$ cat src/rtl/cpu_pkg.sv
// rtl/cpu_pkg.sv - shared opcodes, flag indices and EX/MEM state encoding
package cpu_pkg;

  localparam int OP_W = 4;

  localparam logic [OP_W-1:0] OP_ADD    = 4'b0000;
  localparam logic [OP_W-1:0] OP_SUB    = 4'b0001;
  localparam logic [OP_W-1:0] OP_RED    = 4'b0010;
  localparam logic [OP_W-1:0] OP_XOR    = 4'b0011;
  localparam logic [OP_W-1:0] OP_SLL    = 4'b0100;
  localparam logic [OP_W-1:0] OP_SRA    = 4'b0101;
  localparam logic [OP_W-1:0] OP_ROR    = 4'b0110;
  localparam logic [OP_W-1:0] OP_PADDSB = 4'b0111;
  localparam logic [OP_W-1:0] OP_LW     = 4'b1000;
  localparam logic [OP_W-1:0] OP_SW     = 4'b1001;
  localparam logic [OP_W-1:0] OP_LLB    = 4'b1010;
  localparam logic [OP_W-1:0] OP_LHB    = 4'b1011;
  localparam logic [OP_W-1:0] OP_B      = 4'b1100;
  localparam logic [OP_W-1:0] OP_BR     = 4'b1101;
  localparam logic [OP_W-1:0] OP_PCS    = 4'b1110;
  localparam logic [OP_W-1:0] OP_HLT    = 4'b1111;

  localparam int FLAG_Z = 2;
  localparam int FLAG_V = 1;
  localparam int FLAG_N = 0;

  typedef enum logic {
    ST_RUN    = 1'b0,
    ST_HALTED = 1'b1
  } state_t;

  // Which flag bits an opcode is allowed to rewrite.
  function automatic logic [2:0] flag_mask(input logic [OP_W-1:0] op);
    logic [2:0] m;
    m = 3'b000;
    case (op)
      OP_ADD, OP_SUB:                 m = 3'b111;
      OP_XOR, OP_SLL, OP_SRA, OP_ROR: m[FLAG_Z] = 1'b1;
      default:                        m = 3'b000;
    endcase
    return m;
  endfunction

endpackage

$ cat src/rtl/flag_reg.sv
// rtl/flag_reg.sv - architectural {Z,V,N} register with per-opcode bit mask
module flag_reg
  import cpu_pkg::*;
#(
  parameter int DATA_W = 16
) (
  input  logic              clk,
  input  logic              rst,
  input  logic              en,
  input  logic [OP_W-1:0]   opcode,
  input  logic [DATA_W-1:0] alu_out,
  input  logic              ovf,
  input  logic              neg,
  output logic [2:0]        flags
);

  logic [2:0] mask;
  logic [2:0] next_val;

  always_comb begin
    mask             = flag_mask(opcode);
    next_val         = 3'b000;
    next_val[FLAG_Z] = ~|alu_out;
    next_val[FLAG_V] = ovf;
    next_val[FLAG_N] = neg;
  end

  always_ff @(posedge clk) begin
    if (rst) begin
      flags <= 3'b000;
    end else if (en) begin
      flags <= (flags & ~mask) | (next_val & mask);
    end
  end

endmodule

$ cat src/rtl/ex_mem_pipe.sv
// rtl/ex_mem_pipe.sv - EX/MEM pipeline register with flags and sticky halt
module ex_mem_pipe
  import cpu_pkg::*;
#(
  parameter int DATA_W  = 16,
  parameter int RADDR_W = 4
) (
  input  logic               clk,
  input  logic               rst,
  input  logic               stall,
  input  logic               flush,
  input  logic               ex_valid,
  input  logic [OP_W-1:0]    ex_opcode,
  input  logic [DATA_W-1:0]  ex_alu_out,
  input  logic [DATA_W-1:0]  ex_mem_addr,
  input  logic [DATA_W-1:0]  ex_store_data,
  input  logic [RADDR_W-1:0] ex_rd,
  input  logic               ex_reg_write,
  input  logic               ex_ovf,
  input  logic               ex_neg,
  output logic               mem_valid,
  output logic [OP_W-1:0]    mem_opcode,
  output logic [DATA_W-1:0]  mem_alu_out,
  output logic [DATA_W-1:0]  mem_addr,
  output logic [DATA_W-1:0]  mem_store_data,
  output logic [RADDR_W-1:0] mem_rd,
  output logic               mem_reg_write,
  output logic               mem_read,
  output logic               mem_write,
  output logic [2:0]         flags,
  output logic               halted
);

  state_t state;
  state_t state_nxt;
  logic   take;
  logic   flag_en;

  // An instruction is accepted only in RUN, with MEM ready and no flush.
  always_comb begin
    take      = ex_valid & ~flush & ~stall & (state == ST_RUN);
    flag_en   = take;
    state_nxt = state;
    if (state == ST_RUN && take && ex_opcode == OP_HLT) begin
      state_nxt = ST_HALTED;
    end
  end

  always_ff @(posedge clk) begin
    if (rst) begin
      state <= ST_RUN;
    end else begin
      state <= state_nxt;
    end
  end

  assign halted = (state == ST_HALTED);

  always_ff @(posedge clk) begin
    if (rst) begin
      mem_valid      <= 1'b0;
      mem_opcode     <= '0;
      mem_alu_out    <= '0;
      mem_addr       <= '0;
      mem_store_data <= '0;
      mem_rd         <= '0;
      mem_reg_write  <= 1'b0;
      mem_read       <= 1'b0;
      mem_write      <= 1'b0;
    end else if (state == ST_HALTED) begin
      // HLT already sat in MEM for its one cycle; drain to bubbles.
      mem_valid     <= 1'b0;
      mem_reg_write <= 1'b0;
      mem_read      <= 1'b0;
      mem_write     <= 1'b0;
    end else if (!stall) begin
      mem_opcode     <= ex_opcode;
      mem_alu_out    <= ex_alu_out;
      mem_addr       <= ex_mem_addr;
      mem_store_data <= ex_store_data;
      mem_rd         <= ex_rd;
      mem_valid      <= take;
      mem_reg_write  <= take & ex_reg_write;
      mem_read       <= take & (ex_opcode == OP_LW);
      mem_write      <= take & (ex_opcode == OP_SW);
    end
  end

  flag_reg #(
    .DATA_W (DATA_W)
  ) u_flag_reg (
    .clk     (clk),
    .rst     (rst),
    .en      (flag_en),
    .opcode  (ex_opcode),
    .alu_out (ex_alu_out),
    .ovf     (ex_ovf),
    .neg     (ex_neg),
    .flags   (flags)
  );

endmodule

$ cat config.mk
export PLATFORM = sky130hd
export DESIGN_NAME = ex_mem_pipe
export DESIGN_NICKNAME = d
export VERILOG_FILES = /design/src/rtl/cpu_pkg.sv /design/src/rtl/flag_reg.sv /design/src/rtl/ex_mem_pipe.sv
export SDC_FILE = /design/constraint.sdc
export NUM_CORES = 1
export LEC_CHECK = 0
export ABC_AREA = 0
export CAP_MARGIN = 15
export CORE_MARGIN = 3
export CORE_UTILIZATION = 30
export CTS_BUF_LIST = sky130_fd_sc_hd__clkbuf_16
export CTS_CLUSTER_DIAMETER = 120
export DETAILED_ROUTE_END_ITERATION = 8
export PLACE_DENSITY = 0.71
export SYNTH_ARGS = -nofsm -noshare
export SYNTH_HDL_FRONTEND = slang
export SYNTH_SLANG_ARGS = --single-unit
$ cat constraint.sdc
create_clock -name clk -period 1.75 [get_ports clk]
set_clock_uncertainty 0.15 [all_clocks]
set_input_delay 0.525 -clock clk [delete_from_list [all_inputs] [get_ports clk]]
set_output_delay 0.525 -clock clk [all_outputs]
set_load 0.02 [all_outputs]
==> out/results.md, run 1 <==
| Group | Parameter | Value |
|---|---|---|
| synth | Yosys top cell area share | 55.6% |
| routing | Vias | 2359 |
| power and ir drop | Switching power share of the total | 24.2% |
| clock network | Root buffer cell | sky130_fd_sc_hd__clkbuf_16 |
| setup path | Startpoint of the worst register-to-register path | halted |
| synth | Most common cell in the synthesized netlist | sky130_fd_sc_hd__nand2_1 |
| setup path | CP Class | reg2out |
| timing | Max-slew violations | 0 |
| clock network | CTS tree | built |
| timing | Unrepaired setup endpoints after global routing | no |
| timing | Maximum achievable frequency | 593 MHz |
| timing | Fin worst setup slack | 0.0640 ns |
| setup path | Cell depth of the worst setup path | 1 |
| floorplan | Placeable Area | 7370 um^2 |
| synth | Count of flip-flops with a built-in enable after synthesis | 0 |
| placed design | Detailed Place HPWL | 5010 um |
| placed design | Placed Instance Area | 3780 um^2 |
| routing | Remaining number of nets flagged by the antenna check after routing | 0 |
| synth | Dominant cells by area after synthesis | sky130_fd_sc_hd__dfxtp_1, sky130_fd_sc_hd__nand2_1, sky130_fd_sc_hd__a21oi_1 |
| clock network | Maximum buffer depth of the clock tree | 2 |
| grt | Wire length of the first global-routing pass | 11200 um |
| hold path | Hold path start | mem_alu_out[0] |
| finish | Layout cell share with drive strength beyond 1 | 8.90% |
| clock network | Count of hold buffers inserted by post-cts repair | 0 |
| grt | Vias in the first global route | 2332 |
| setup path | Critical Path Max Stage Delay | 0.36 ns |
| timing | Final critical path time including I/O delays and setup | 1.69 ns |
| placed design | Input/output buffers | 127 |
| finish | Finished Core Util | 53.9% |
| routing | Number of DRC markers in iteration 0 | 69 |
| floorplan | Num rows | 31 |
| setup path | Top Family by Delay on Critical Path | buffers and inverters |
| synth | Number of warnings reported in the yosys synthesis log | 0 |
| placed design | Pre-CTS setup slack | -0.350 ns |
| synth | Main flop type after synthesis | sky130_fd_sc_hd__dfxtp_1 |
| setup path | Critical-path cell list | dlygate4sd2_1 |
| hold path | Hold worst-path end | mem_alu_out[0] |
| setup path | Number of buffers and inverters on the critical path | 1 |
| setup path | Worst path slowest cell | sky130_fd_sc_hd__dlygate4sd2_1 |
| routing | # DRC | 0 |
| status | Status | complete, no violations |
| finish | Area Growth Syn to Fin | 72.4% |
| finish | Final std cell area, no fill | 3970 um^2 |
| timing | Period utilisation layout | 96.3% |
| finish | Antenna cell count | 0 |
| clock network | Clock insertion delay at the later pin of the skew report | 0.31 ns |
| synth | Flop and latch count out of synthesis | 64 |
| setup path | Critical Path Source Type | register |
| setup path | Type of destination of the critical path | output port |
| routing | Vias/cell | 4.48 |
| clock network | Clk sinks | 64 |
| synth | Post-synth cell types | 24 |
| synth | Avg Inst Size Synth | 8.11 um^2 |
| power and ir drop | Logic pwr share | 15.2% |
| power and ir drop | Portion of total power attributed to the clock network | 41.2% |
| synth | Commonest cells in the netlist | sky130_fd_sc_hd__nand2_1, sky130_fd_sc_hd__dfxtp_1, sky130_fd_sc_hd__a21oi_1, sky130_fd_sc_hd__buf_2, sky130_fd_sc_hd__clkbuf_1 |
| clock network | Htree depth | 3 |
| grt | Maximum number of pins on one net before global-route repair | 65 |
| floorplan | Initial Utilization | 31.3% |
| setup path | Critical path required time | 1.07 ns |
| floorplan | IO Pins | 128 |
| synth | Area of the mapped netlist | 2300 um^2 |
| hold path | Worst min-delay path category | reg2reg |
| grt | GRT Resource Usage Total | 16.1% |
| power and ir drop | Sequential share of power | 43.5% |
| setup path | CP arrival | 1.01 ns |
| synth | Post-Synthesis Cells | 284 |
| run | Max Cap Viol | 0 |
| power and ir drop | Switching pwr | 872 uW |
| timing | Slew at the pin closest to its max-slew limit | 0.308 ns |
| clock network | Number of buffers created by CTS | 9 |
| power and ir drop | Leakage power | 1.84 nW |
| synth | Share of flip-flops with an asynchronous set or reset after synthesis | 0% |
| routing | Routed wirelength normalized by instance count | 13.1 um |
| clock network | Clock transition time at the flip-flop clock pins of the worst setup and hold paths | 0.05 ns |
| synth | Cell accounting for the most synthesized area | sky130_fd_sc_hd__dfxtp_1 |
| routing | DRT Wirelength | 6880 um |
| timing | Final setup TNS | 0 ns |
| power and ir drop | Power per standard cell area | 906 nW/um^2 |
| setup path | R2R depth | 5 |
| synth | Sequential area share after synthesis | 55.6% |
| grt | Antenna violations before repair | 0 |
| setup path | Maximum fanout count along the critical path | 2 |
| synth | Synthesized Nets | 348 |
| timing | Number of endpoints failing setup at the final stage | 0 |
| power and ir drop | Peak VDD IR | 0.502 mV |
| finish | Final net count | 487 |
| timing | Tightest slew margin relative to the limit | 79.5% |
| placed design | Routability-driven placement congestion ratio | 0.715 |
| hold path | Worst Hold Depth | 2 |
| grt | Overflow after GRT | 0 |
| setup path | Internal reg-to-reg setup slack | 0.23 ns |
| floorplan | Die Footprint | 8770 um^2 |
| floorplan | Floorplan die height | 93.6 um |
| floorplan | Die width | 93.6 um |
| routing | Number of search-and-repair iterations in the first detailed-routing pass | 4 |
| timing | Number of hold violations in the final report | 0 |
| power and ir drop | Internal power contribution | 2.72 mW |
-- cells by family (layout without fill, tap and decap cells) --
group                  Yosys count  in the layout  share of synthesized area, %
flip-flops                      64             64                          55.6
multiplexers                     3              3                          1.30
AO/OA/AOI/OAI                   62             62                          14.0
XOR/XNOR                         1              1                         0.380
AND/OR/NAND/NOR                132            132                          24.1
buffers and inverters           22            165                          4.62
-- worst max-delay path by stage --
stage	startpoint	end	slack, ns
final	mem_write	mem_write	0.06
after global routing	ex_alu_out[1]	register	0.0001
after CTS	ex_alu_out[0]	register	0.03
after detailed placement	stall	register	-0.35
after global placement	ex_alu_out[0]	register	-0.34
after floorplan	stall	register	0.16
-- what timing repair did --
item | 4_1_cts | 5_1_grt
gates resized for setup | 66 | 2
pin swaps | 0 | 1
setup endpoints to repair | 67 | 1
buffers inserted | 0 | 0
-- tightest hold or removal path: cells and delay by family (launching register included) --
| family | cells | cell delay, ns |
|---|---|---|
| and+or+nand+nor | 1 | 0.05 |
| AOI/OAI and AO/OA | 1 | 0.05 |
| DFF | 1 | 0.30 |
-- flip-flops by register name (all words and copies together), names as in the netlist, named ones only --
signal,flops
mem_store_data,16
mem_addr,16
mem_reg_write,1
mem_write,1
mem_alu_out,16
mem_rd,4
mem_valid,1
mem_read,1
halted,1
mem_opcode,4
-- stage by stage --
step	power (mW)	hold WS [ns]	std cells
2_1_floorplan	1.83	0.383	284
3_3_place_gp	2.19	0.291	511
3_5_place_dp	2.20	0.297	511
4_1_cts	3.64	0.301	526
5_1_grt	3.78	0.322	526
6_report	3.60	0.296	526
-- metal layers --
metal  GRT usage (%)  vias to the layer above  share of wire (%)
met1            19.5                     1058                 43
met3            5.23                        7                8.3
met4            5.42                        0                1.0
met2            26.7                       85                 48
li1                -                     1209                  -
met5               0                        -                  0
-- area by class of cell --
type                            instances  area (um^2)
Clock inverter                          6         23.8
Fill cell                             728         3400
Clock buffer                            9          225
Inverter                                2         7.51
Tap cell                               99          124
Multi-Input combinational cell        198          938
Sequential cell                        64         1280
Timing Repair Buffer                  148         1370
-- power by group through the flow --
stage,logic (mW),clock network [mW],registers (mW)
2_1_floorplan,0.146,0,1.69
3_3_place_gp,0.594,0,1.59
3_5_place_dp,0.601,0,1.60
4_1_cts,0.555,1.52,1.57
5_1_grt,0.597,1.61,1.57
6_report,0.548,1.48,1.57
-- layout by cell type (no fill, tap or decap), types with 3 or more instances in the layout --
cell type,Yosys,routed
sky130_fd_sc_hd__clkdlybuf4s50_1,0,60
sky130_fd_sc_hd__clkbuf_16,0,9
sky130_fd_sc_hd__dfxtp_1,64,64
sky130_fd_sc_hd__buf_4,1,19
sky130_fd_sc_hd__inv_1,2,7
sky130_fd_sc_hd__mux2i_1,3,3
sky130_fd_sc_hd__nor2_1,6,5
sky130_fd_sc_hd__nand2_1,112,112
sky130_fd_sc_hd__nor3_1,4,4
sky130_fd_sc_hd__nor4_1,4,3
sky130_fd_sc_hd__a21oi_1,57,57
sky130_fd_sc_hd__dlygate4sd2_1,0,65
Power figures use the tool's default switching activity.
==> run 2: changes to the inputs <==
- SLEW_MARGIN: unset -> 20
- TNS_END_PERCENT: unset -> 10
==> results of run 2 <==
The final DEF is identical to that of run 1; final timing and power are the same.
==> run 3: changes to the inputs <==
- MAX_ROUTING_LAYER: unset -> met4
==> out/results.md, run 3 (same netlist as run 1, synthesis figures left out) <==
| Group | Parameter | Value |
|---|---|---|
| routing | Vias | 2359 |
| finish | Most common cell after layout, fill and taps aside | sky130_fd_sc_hd__nand2_1 |
| floorplan | Initial Utilization | 31.3% |
| routing | DRT Wirelength | 6870 um |
| timing | Number of hold violations in the final report | 0 |
| run | Max Cap Viol | 0 |
| grt | Gr busiest metal | met2 |
| placed design | Routability-driven placement congestion ratio | 0.723 |
| finish | Area Growth Syn to Fin | 72.4% |
| floorplan | Placeable Area | 7370 um^2 |
| setup path | Critical Path Max Stage Delay | 0.36 ns |
| finish | Commonest non-fill, non-tap cells in the layout | sky130_fd_sc_hd__nand2_1, sky130_fd_sc_hd__dlygate4sd2_1, sky130_fd_sc_hd__dfxtp_1, sky130_fd_sc_hd__clkdlybuf4s50_1, sky130_fd_sc_hd__a21oi_1 |
| setup path | Critical Path Source Type | register |
| clock network | Maximum buffer depth of the clock tree | 2 |
| finish | Sequential Area | 1280 um^2 |
| grt | Met1 track demand over resource in global routing | 20.1% |
| routing | Routed wirelength normalized by instance count | 13.1 um |
| clock network | Count of hold buffers inserted by post-cts repair | 0 |
| finish | Combined area of the multi-input logic cells | 938 um^2 |
| finish | Antenna cell count | 0 |
| setup path | Worst path slowest cell | sky130_fd_sc_hd__dlygate4sd2_1 |
| status | Status | complete, no violations |
| finish | Layout cell share with drive strength beyond 1 | 8.90% |
| grt | Wire length of the first global-routing pass | 11200 um |
| finish | Finished Core Util | 53.9% |
| clock network | Root buffer cell | sky130_fd_sc_hd__clkbuf_16 |
| power and ir drop | Peak VDD IR | 0.501 mV |
| setup path | Critical path required time | 1.07 ns |
| grt | GRT Resource Usage Total | 16.5% |
| setup path | CP arrival | 1.01 ns |
| power and ir drop | Power per standard cell area | 905 nW/um^2 |
| placed design | Input/output buffers | 127 |
| clock network | Htree depth | 3 |
| timing | Final critical path time including I/O delays and setup | 1.69 ns |
| timing | Unrepaired setup endpoints after global routing | no |
| grt | Met2 usage | 26.7% |
| timing | Final setup TNS | 0 ns |
| grt | Vias in the first global route | 2340 |
| finish | Final net count | 487 |
| routing | Number of search-and-repair iterations in the first detailed-routing pass | 4 |
| routing | Number of DRC markers in iteration 0 | 64 |
| timing | Max-slew violations | 0 |
| grt | Overflow after GRT | 0 |
| setup path | Maximum fanout count along the critical path | 2 |
| grt | Antenna violations before repair | 0 |
| floorplan | Die width | 93.6 um |
| timing | Tightest slew margin relative to the limit | 80.0% |
| setup path | CP Class | reg2out |
| finish | Largest registers in the final layout | mem_addr: 16 flops, mem_alu_out: 16 flops, mem_store_data: 16 flops |
| clock network | Clk sinks | 64 |
| placed design | Detailed Place HPWL | 5010 um |
| floorplan | Floorplan die height | 93.6 um |
| clock network | Clock insertion delay at the later pin of the skew report | 0.31 ns |
| clock network | CTS tree | built |
| floorplan | Die Footprint | 8770 um^2 |
| clock network | Clock transition time at the flip-flop clock pins of the worst setup and hold paths | 0.05 ns |
| floorplan | Num rows | 31 |
| floorplan | IO Pins | 128 |
| timing | Slew at the pin closest to its max-slew limit | 0.297 ns |
| timing | Number of endpoints failing setup at the final stage | 0 |
| power and ir drop | Leakage power | 1.84 nW |
| hold path | Worst min-delay path category | reg2reg |
| timing | Period utilisation layout | 96.3% |
| timing | Maximum achievable frequency | 593 MHz |
| grt | Maximum number of pins on one net before global-route repair | 65 |
| routing | Remaining number of nets flagged by the antenna check after routing | 0 |
| setup path | Type of destination of the critical path | output port |
| grt | Met3 Use GR | 4.34% |
| routing | Vias/cell | 4.48 |
| finish | Number of filler cells placed in the layout | 728 |
| setup path | Critical-path cell list | dlygate4sd2_1 |
| setup path | Top Family by Delay on Critical Path | buffers and inverters |
| routing | # DRC | 0 |
| setup path | Number of buffers and inverters on the critical path | 1 |
| timing | Worst hold slack after final layout | 0.296 ns |
| power and ir drop | Total Power Consumption | 3.59 mW |
| clock network | Number of buffers created by CTS | 9 |
## run 3: cell counts in the layout (fill, tap and decap cells not counted)
No cell type changed its count.
## run 3: per-stage QoR
step	cell area (um^2)	setup WS [ns]	cells
final	3970	0.0639	526
after global routing	3970	0.00142	526
after CTS	3960	0.0320	526
after detailed placement	3780	-0.350	511
after global placement	3780	-0.337	511
after floorplan	2300	0.155	284
## run 3: where the power goes
group | switching (mW) | internal [mW] | total, mW
sequential | 0.0320 | 1.53 | 1.57
combinational | 0.276 | 0.272 | 0.548
clock | 0.560 | 0.919 | 1.48
total | 0.868 | 2.72 | 3.59
## run 3: path summary, 6_finish.rpt
path                            slack, ns        endpoint           start  depth (start not counted)
worst min-delay path                 0.30  mem_alu_out[0]  mem_alu_out[0]                          2
worst min register to register       0.30  mem_alu_out[0]  mem_alu_out[0]                          2
worst max-delay path                 0.06       mem_write       mem_write                          1
worst max register to register       0.23        register          halted                          5
## run 3: timing repair
| action | CTS | global route |
|---|---|---|
| endpoints found under the setup margin | 67 | 1 |
| endpoints found under the hold margin | 0 | 0 |
| setup buffers | 0 | 0 |
| gates resized for setup | 66 | 2 |
| pin swaps | 0 | 1 |
## run 3: layer usage
| layer | share of wire [%] | vias to the layer above |
|---|---|---|
| met5 | 0 | - |
| li1 | - | 1208 |
| met3 | 7.2 | 5 |
| met4 | 0.77 | 0 |
| met1 | 44 | 1060 |
| met2 | 48 | 86 |
## run 3: final cells by class
type,instances,share of cell area [%]
tap,99,3.12
inverter,2,0.189
timing repair buffer,148,34.5
multi-input combinational,198,23.6
sequential,64,32.3
clock inverter,6,0.599
clock buffer,9,5.67
